==> config.mk <==
export PLATFORM = sky130hd
export DESIGN_NAME = tcbm_device_link
export DESIGN_NICKNAME = d
export VERILOG_FILES = /design/src/rtl/tcbm_device_link.sv
export SDC_FILE = /design/constraint.sdc
export NUM_CORES = 1
export LEC_CHECK = 0
export CORE_ASPECT_RATIO = 1.4
export CORE_MARGIN = 1.5
export CORE_UTILIZATION = 59
export DETAILED_ROUTE_END_ITERATION = 10
export HOLD_SLACK_MARGIN = 0.02
export PLACE_DENSITY_LB_ADDON = 0.08
export REMOVE_ABC_BUFFERS = 1
export SKIP_LAST_GASP = 1
export SYNTH_ARGS = -nofsm -noshare
export SYNTH_HDL_FRONTEND = slang
export SYNTH_SLANG_ARGS = --single-unit
==> constraint.sdc <==
create_clock -name clock -period 4.65 [get_ports clock]
set_input_delay 0.465 -clock clock [delete_from_list [all_inputs] [get_ports clock]]
set_output_delay 0.465 -clock clock [all_outputs]
set_load 0.01 [all_outputs]
==> src/rtl/tcbm_device_link.sv <==
`default_nettype none
// ============================================================================
// Module   : tcbm_device_link
// Brief    : Device side of the TCBM dav_n/ack_n parallel handshake, with a
//            4-deep receive FIFO and a single-byte transmit offer.
// Revision : 1.0 - initial release
// ============================================================================
module tcbm_device_link #(
    parameter int SETUP_CYCLES = 2,
    parameter int TIMEOUT      = 65535
) (
    input  logic       clock,
    input  logic       reset,
    input  logic       dav_n,
    output logic       ack_n,
    input  logic [7:0] pa_in,
    output logic [7:0] pa_out,
    output logic       pa_oe,
    output logic [1:0] status,
    input  logic       dir,
    output logic [7:0] rx_data,
    output logic       rx_valid,
    input  logic       rx_ready,
    input  logic [7:0] tx_data,
    input  logic [1:0] tx_status,
    input  logic       tx_valid,
    output logic       tx_ready,
    output logic       timeout_err
);

    typedef enum logic [1:0] {
        S_IDLE    = 2'd0,
        S_SETUP   = 2'd1,
        S_HOLD    = 2'd2,
        S_RELEASE = 2'd3
    } state_t;

    localparam logic [3:0]  c_setup_last   = 4'(SETUP_CYCLES - 1);
    localparam logic [15:0] c_timeout_last = 16'(TIMEOUT - 1);

    state_t      r_state;
    state_t      w_state_next;
    logic        r_dav_meta;
    logic        r_dav_s;
    logic [7:0]  r_pa_meta;
    logic [7:0]  r_pa_s;
    logic        r_dir;
    logic [3:0]  r_setup_cnt;
    logic [15:0] r_hold_cnt;
    logic        r_wait_high;
    logic [7:0]  r_pa_out;
    logic [1:0]  r_status;
    logic        r_timeout_err;
    logic [7:0]  r_fifo [4];
    logic [1:0]  r_wr_ptr;
    logic [1:0]  r_rd_ptr;
    logic [2:0]  r_count;

    logic        w_rx_start;
    logic        w_tx_start;
    logic        w_timeout_hit;
    logic        w_ack_n;
    logic        w_pa_oe;
    logic        w_tx_ready;
    logic        w_fifo_full;
    logic        w_rx_valid;
    logic        w_push;
    logic        w_pop;

    assign w_fifo_full = (r_count == 3'd4);
    assign w_rx_valid  = (r_count != 3'd0);
    assign w_push      = w_rx_start;
    assign w_pop       = w_rx_valid & rx_ready;

    always_ff @(posedge clock) begin
        if (reset) begin
            r_state <= S_IDLE;
        end else begin
            r_state <= w_state_next;
        end
    end

    // r_wait_high blocks a second transfer until dav has been seen high again
    always_comb begin
        w_state_next  = r_state;
        w_rx_start    = 1'b0;
        w_tx_start    = 1'b0;
        w_timeout_hit = 1'b0;
        w_ack_n       = 1'b1;
        w_pa_oe       = 1'b0;
        w_tx_ready    = 1'b0;
        case (r_state)
            S_IDLE: begin
                if (!r_dav_s && !r_wait_high) begin
                    if (!dir) begin
                        if (!w_fifo_full) begin
                            w_rx_start   = 1'b1;
                            w_state_next = S_HOLD;
                        end
                    end else if (tx_valid) begin
                        w_tx_start   = 1'b1;
                        w_tx_ready   = 1'b1;
                        w_state_next = S_SETUP;
                    end
                end
            end
            S_SETUP: begin
                w_pa_oe = r_dir;
                if (r_setup_cnt == c_setup_last) begin
                    w_state_next = S_HOLD;
                end
            end
            S_HOLD: begin
                w_ack_n = 1'b0;
                w_pa_oe = r_dir;
                if (r_dav_s) begin
                    w_state_next = S_RELEASE;
                end else if (r_hold_cnt == c_timeout_last) begin
                    w_timeout_hit = 1'b1;
                    w_state_next  = S_RELEASE;
                end
            end
            S_RELEASE: begin
                w_state_next = S_IDLE;
            end
            default: begin
                w_state_next = S_IDLE;
            end
        endcase
    end

    always_ff @(posedge clock) begin
        if (reset) begin
            r_dav_meta    <= 1'b1;
            r_dav_s       <= 1'b1;
            r_pa_meta     <= 8'h00;
            r_pa_s        <= 8'h00;
            r_dir         <= 1'b0;
            r_setup_cnt   <= 4'd0;
            r_hold_cnt    <= 16'd0;
            r_wait_high   <= 1'b0;
            r_pa_out      <= 8'h00;
            r_status      <= 2'b00;
            r_timeout_err <= 1'b0;
            r_wr_ptr      <= 2'd0;
            r_rd_ptr      <= 2'd0;
            r_count       <= 3'd0;
            for (int i = 0; i < 4; i++) begin
                r_fifo[i] <= 8'h00;
            end
        end else begin
            r_dav_meta <= dav_n;
            r_dav_s    <= r_dav_meta;
            r_pa_meta  <= pa_in;
            r_pa_s     <= r_pa_meta;

            if (w_rx_start || w_tx_start) begin
                r_dir       <= dir;
                r_wait_high <= 1'b1;
            end else if (r_dav_s) begin
                r_wait_high <= 1'b0;
            end

            r_setup_cnt <= (r_state == S_SETUP) ? r_setup_cnt + 4'd1 : 4'd0;
            r_hold_cnt  <= (r_state == S_HOLD) ? r_hold_cnt + 16'd1 : 16'd0;

            if (w_tx_start) begin
                r_pa_out <= tx_data;
                r_status <= tx_status;
            end else if (w_rx_start) begin
                r_status <= 2'b00;
            end else if (w_timeout_hit) begin
                r_status      <= 2'b10;
                r_timeout_err <= 1'b1;
            end

            if (w_push) begin
                r_fifo[r_wr_ptr] <= r_pa_s;
                r_wr_ptr         <= r_wr_ptr + 2'd1;
            end
            if (w_pop) begin
                r_rd_ptr <= r_rd_ptr + 2'd1;
            end
            case ({w_push, w_pop})
                2'b10:   r_count <= r_count + 3'd1;
                2'b01:   r_count <= r_count - 3'd1;
                default: r_count <= r_count;
            endcase
        end
    end

    assign ack_n       = w_ack_n;
    assign pa_oe       = w_pa_oe;
    assign tx_ready    = w_tx_ready;
    assign pa_out      = r_pa_out;
    assign status      = r_status;
    assign timeout_err = r_timeout_err;
    assign rx_valid    = w_rx_valid;
    assign rx_data     = r_fifo[r_rd_ptr];

endmodule
`default_nettype wire

==> results by stage <==
Synth:
- The combined area of all synthesized cells is 3890 µm².
- The number of synthesized flops with an enable pin is 32.
- The commonest register cell after synthesis is dfxtp_1.
- The post-synthesis async set-or-reset flop share is 0%.
- The synthesis warning total is 0.
- The number of distinct library cells after synthesis is 48.
- In the synthesized netlist, the number of instances is 345.
- The largest area contributor in the synthesized netlist is dfxtp_1.
- The fraction of synthesized cell area taken by the top area cell type is 31.9%.
- The number of register bits inferred by synthesis is 94.
- The mean post-synth cell area is 11.3 µm².
- By area the synthesized netlist is led by dfxtp_1 32%, edfxtp_1 25%, and2_1 5.3%, mux4_2 4.6%, nor2_1 3.4%.
- Summing the sequential cell areas from Yosys gives 56.6% of the chip area.

Hold path:
- The path with the worst hold slack has its endpoint at r_dav_s.
- The worst hold path stage count is 1.
- The worst hold path startpoint is r_dav_meta.
- The path class of the tightest hold or removal check is reg2reg.

Detailed routing:
- The remaining design rule violation count is 0.
- After detailed routing, no signal wire sits above met4.
- Detailed routing inserted a total of 2489 vias.
- In the routed layout, each cell is associated on average with a via count of 5.34.
- Wires add up to 6610 µm.
- Detailed routing placed a total of 3610 µm of wire on met2.
- The first detailed-routing pass ran for 4 iterations.
- The detailed route wirelength on metal3 is 156 µm.
- The detail route stage leaves a number of antenna-violating nets equal to 0.
- The number of violations reported at the end of detailed-routing iteration 0 is just over 100.
- In the final routing, the length of wire on met1 measures 2700 µm.
- In the final routed layout, each cell accounts on average for 14.2 µm.

Setup path:
- Broken down by cell family, the worst path's largest delay share belongs to buffers and inverters.
- The most prevalent standard cell on the critical path is clkdlybuf4s50_1.
- Walking the worst path, the cells encountered are clkdlybuf4s50_1 > and3_1 > nand2_1 > inv_1 > clkdlybuf4s50_1.
- The largest single stage delay on the critical path is 0.61 ns.
- In this run the critical register-to-register path is captured at r_count[2].
- The worst register-to-register path begins at r_count[2].
- STA classifies the critical path endpoint as an output pin.
- The worst setup path category is in2out.
- The largest individual stage delay along the critical path comes from the cell clkdlybuf4s50_1.
- Of all nets on the critical path, the largest fanout is 12.
- The launching element type of the critical path is an input port.
- The required time of the critical path is 4.18 ns.
- The critical path contains buffers and inverters numbering 3 combined.
- The register-to-register path setup slack is 2.00 ns.
- Data on the critical path arrives at its endpoint at around 2.5 ns.
- The count of cells along the worst register-to-register path is 8.

Clock tree:
- The maximum count of clock buffers along a single path is 2.
- The number of CTS-inserted buffers is 9.
- The buffer cell driving the clock tree root is clkbuf_8.
- In this run the post-CTS setup repair buffer count came out at 0.
- The depth of the CTS H-tree is 3.
- The clock-pin slew of the registers on the worst-case setup and hold paths is 0.08 ns.
- The clock insertion delay at the later pin of the skew report is 0.35 ns.
- The number of gates resized after CTS was 0.
- The cts-stage hold buffer count is 0.
- The number of sinks on the clock net is 94.
- The CTS tree is done.

Status:
- The run finished with clean final reports.

Cells and area:
- The number of nets in the finished design is 422.
- The count of placed standard cells in the final layout, fillers left out is 466.
- The area of all placed cells without fillers is 4580 µm².
- The leading cell type in the layout, fill and taps excluded is dfxtp_1.
- Relative to the synthesized area, the layout overhead comes to 17.8%.
- In the final layout, the share of cells above drive strength 1 is 9.64%.
- The antenna cell count is 0.
- Cells fill 72.8% of the core in the end.
- In the layout the commonest cells are 62 x dfxtp_1, 45 x clkdlybuf4s50_1, 35 x nor2_1.

Timing:
- The remaining max-slew budget at the tightest pin is 37.9%.
- Of the available clock period, the critical path in the final layout requires 64.0%.
- Clock skew on the completed layout was measured at 0.00600 ns.
- The fmax is 336 MHz.
- Setup repair after global routing left no endpoint under its margin.
- Final hold analysis gives a worst-case slack of between 0.4 and 0.5 ns.
- The pin slew with the least headroom to its limit is 0.931 ns.
- The final-report max-slew violation count is 0.
- The aggregate negative setup slack is 0 ns.
- The count of final hold-check violations is 0.
- The shortest clock period the worst path allows after layout is 2.98 ns.
- The final count of negative-setup-slack endpoints is 0.

GRT:
- The largest net degree at the start of global routing is 54.
- Global routing used between 10% and 20% of the available tracks.
- The number of global-route vias before repair came to 2474.
- The wire length of the first global-routing pass is between 10000 and 15000 µm.
- Summed over all layers, the global routing overflow is 0.
- The number of antenna violations at the first check in global routing is 0.

Placement:
- The placed instances occupy a cell area of 4390 µm².
- Once detailed placement completed, the half-perimeter wirelength came to between 4000 and 5000 µm.
- The number of placed instances, taps included, is 450.
- The last weighted congestion value of the routability-driven placer is 0.779.
- Port buffering added 46 buffers.

Floorplanning:
- The full die area is 7100 µm².
- In this run the vertical extent of the chip is 99.1 µm.
- The initial utilization of the core area, before any placement, comes to 61.8%.
- The total I/O pin count is 47.
- The initialized floorplan defines 34 standard-cell rows.
- The x dimension of the die is 71.6 µm.
- The standard cell core area is ~6300 µm².

Power:
- The power density of the placed cells is 363 nW/µm².
- The peak ir drop on the vdd network is 0.269 mV.
- The static leakage is 1.61 nW.

Run:
- The max-capacitance violation count is 0.
==> how the worst max path moves through the flow <==
stage | startpoint | endpoint | slack (ns) | depth (start not counted)
final | dir | tx_ready | 1.67 | 5
after global routing | r_state[0] | tx_ready | 1.50 | 6
after CTS | dir | tx_ready | 1.66 | 5
after detailed placement | dir | tx_ready | 1.68 | 5
after global placement | dir | tx_ready | 1.70 | 5
after floorplan | r_state[0] | r_count[2] | 2.30 | 10
==> cell families after synthesis <==
kind of cell	count (synthesis)	share of synthesized area [%]
AOI/OAI and AO/OA	32	5.34
muxes	11	5.43
xor gates and xnor gates	20	4.50
and+or+nand+nor	150	22.2
DFF	94	56.6
buffers and inverters	29	2.86
adders and majority gates	9	3.09
==> metrics by stage <==
step	power [mW]	setup slack, ns
finish	1.66	1.67
global route	1.73	1.50
CTS	1.67	1.66
detailed placement	1.15	1.68
global placement	1.14	1.70
floorplan	1.06	2.30
==> area by class of cell <==
class                      instances  area [µm²]
sequential                        94        2200
fill                             477        1710
multi-input combinational        222        1580
timing repair buffer              46         455
clock buffer                      10         128
tap                               72        90.1
clock inverter                     6        71.3
inverter                          16        60.1
==> synthesized netlist by cell type (all sizes together), types with 8 or more instances <==
cell     n
inv     16
dfxtp   62
edfxtp  32
nand2   22
a21oi   14
nor2    35
nor2b   17
ha       8
xnor2   13
clkbuf   9
mux4     8
and2    33
==> routing by layer <==
metal	track usage (%)	vias up
met5	0	-
li1	-	1267
met3	3.55	10
met1	22.7	1179
met4	10.9	0
met2	34.9	33
==> state kept, by name, summed over array words and instances, names as in the netlist, named ones only <==
| register | cells |
|---|---|
| pa_out | 8 |
| r_count | 3 |
| r_dav_meta | 1 |
| r_dav_s | 1 |
| r_dir | 1 |
| r_fifo | 32 |
| r_hold_cnt | 16 |
| r_pa_meta | 8 |
| r_pa_s | 8 |
| r_rd_ptr | 2 |
| r_setup_cnt | 4 |
| r_state | 2 |
| r_wait_high | 1 |
| r_wr_ptr | 2 |
| status | 2 |
| timeout_err | 1 |
==> where the power goes <==
group / leakage [nW] / switching [mW] / total, mW / internal, mW
Sequential: 0.835 / 0.0274 / 0.910 / 0.883
Clock: 0.0984 / 0.282 / 0.535 / 0.253
Combinational: 0.681 / 0.104 / 0.220 / 0.116
Total: 1.61 / 0.413 / 1.66 / 1.25
(Power assumes the default switching activity.)
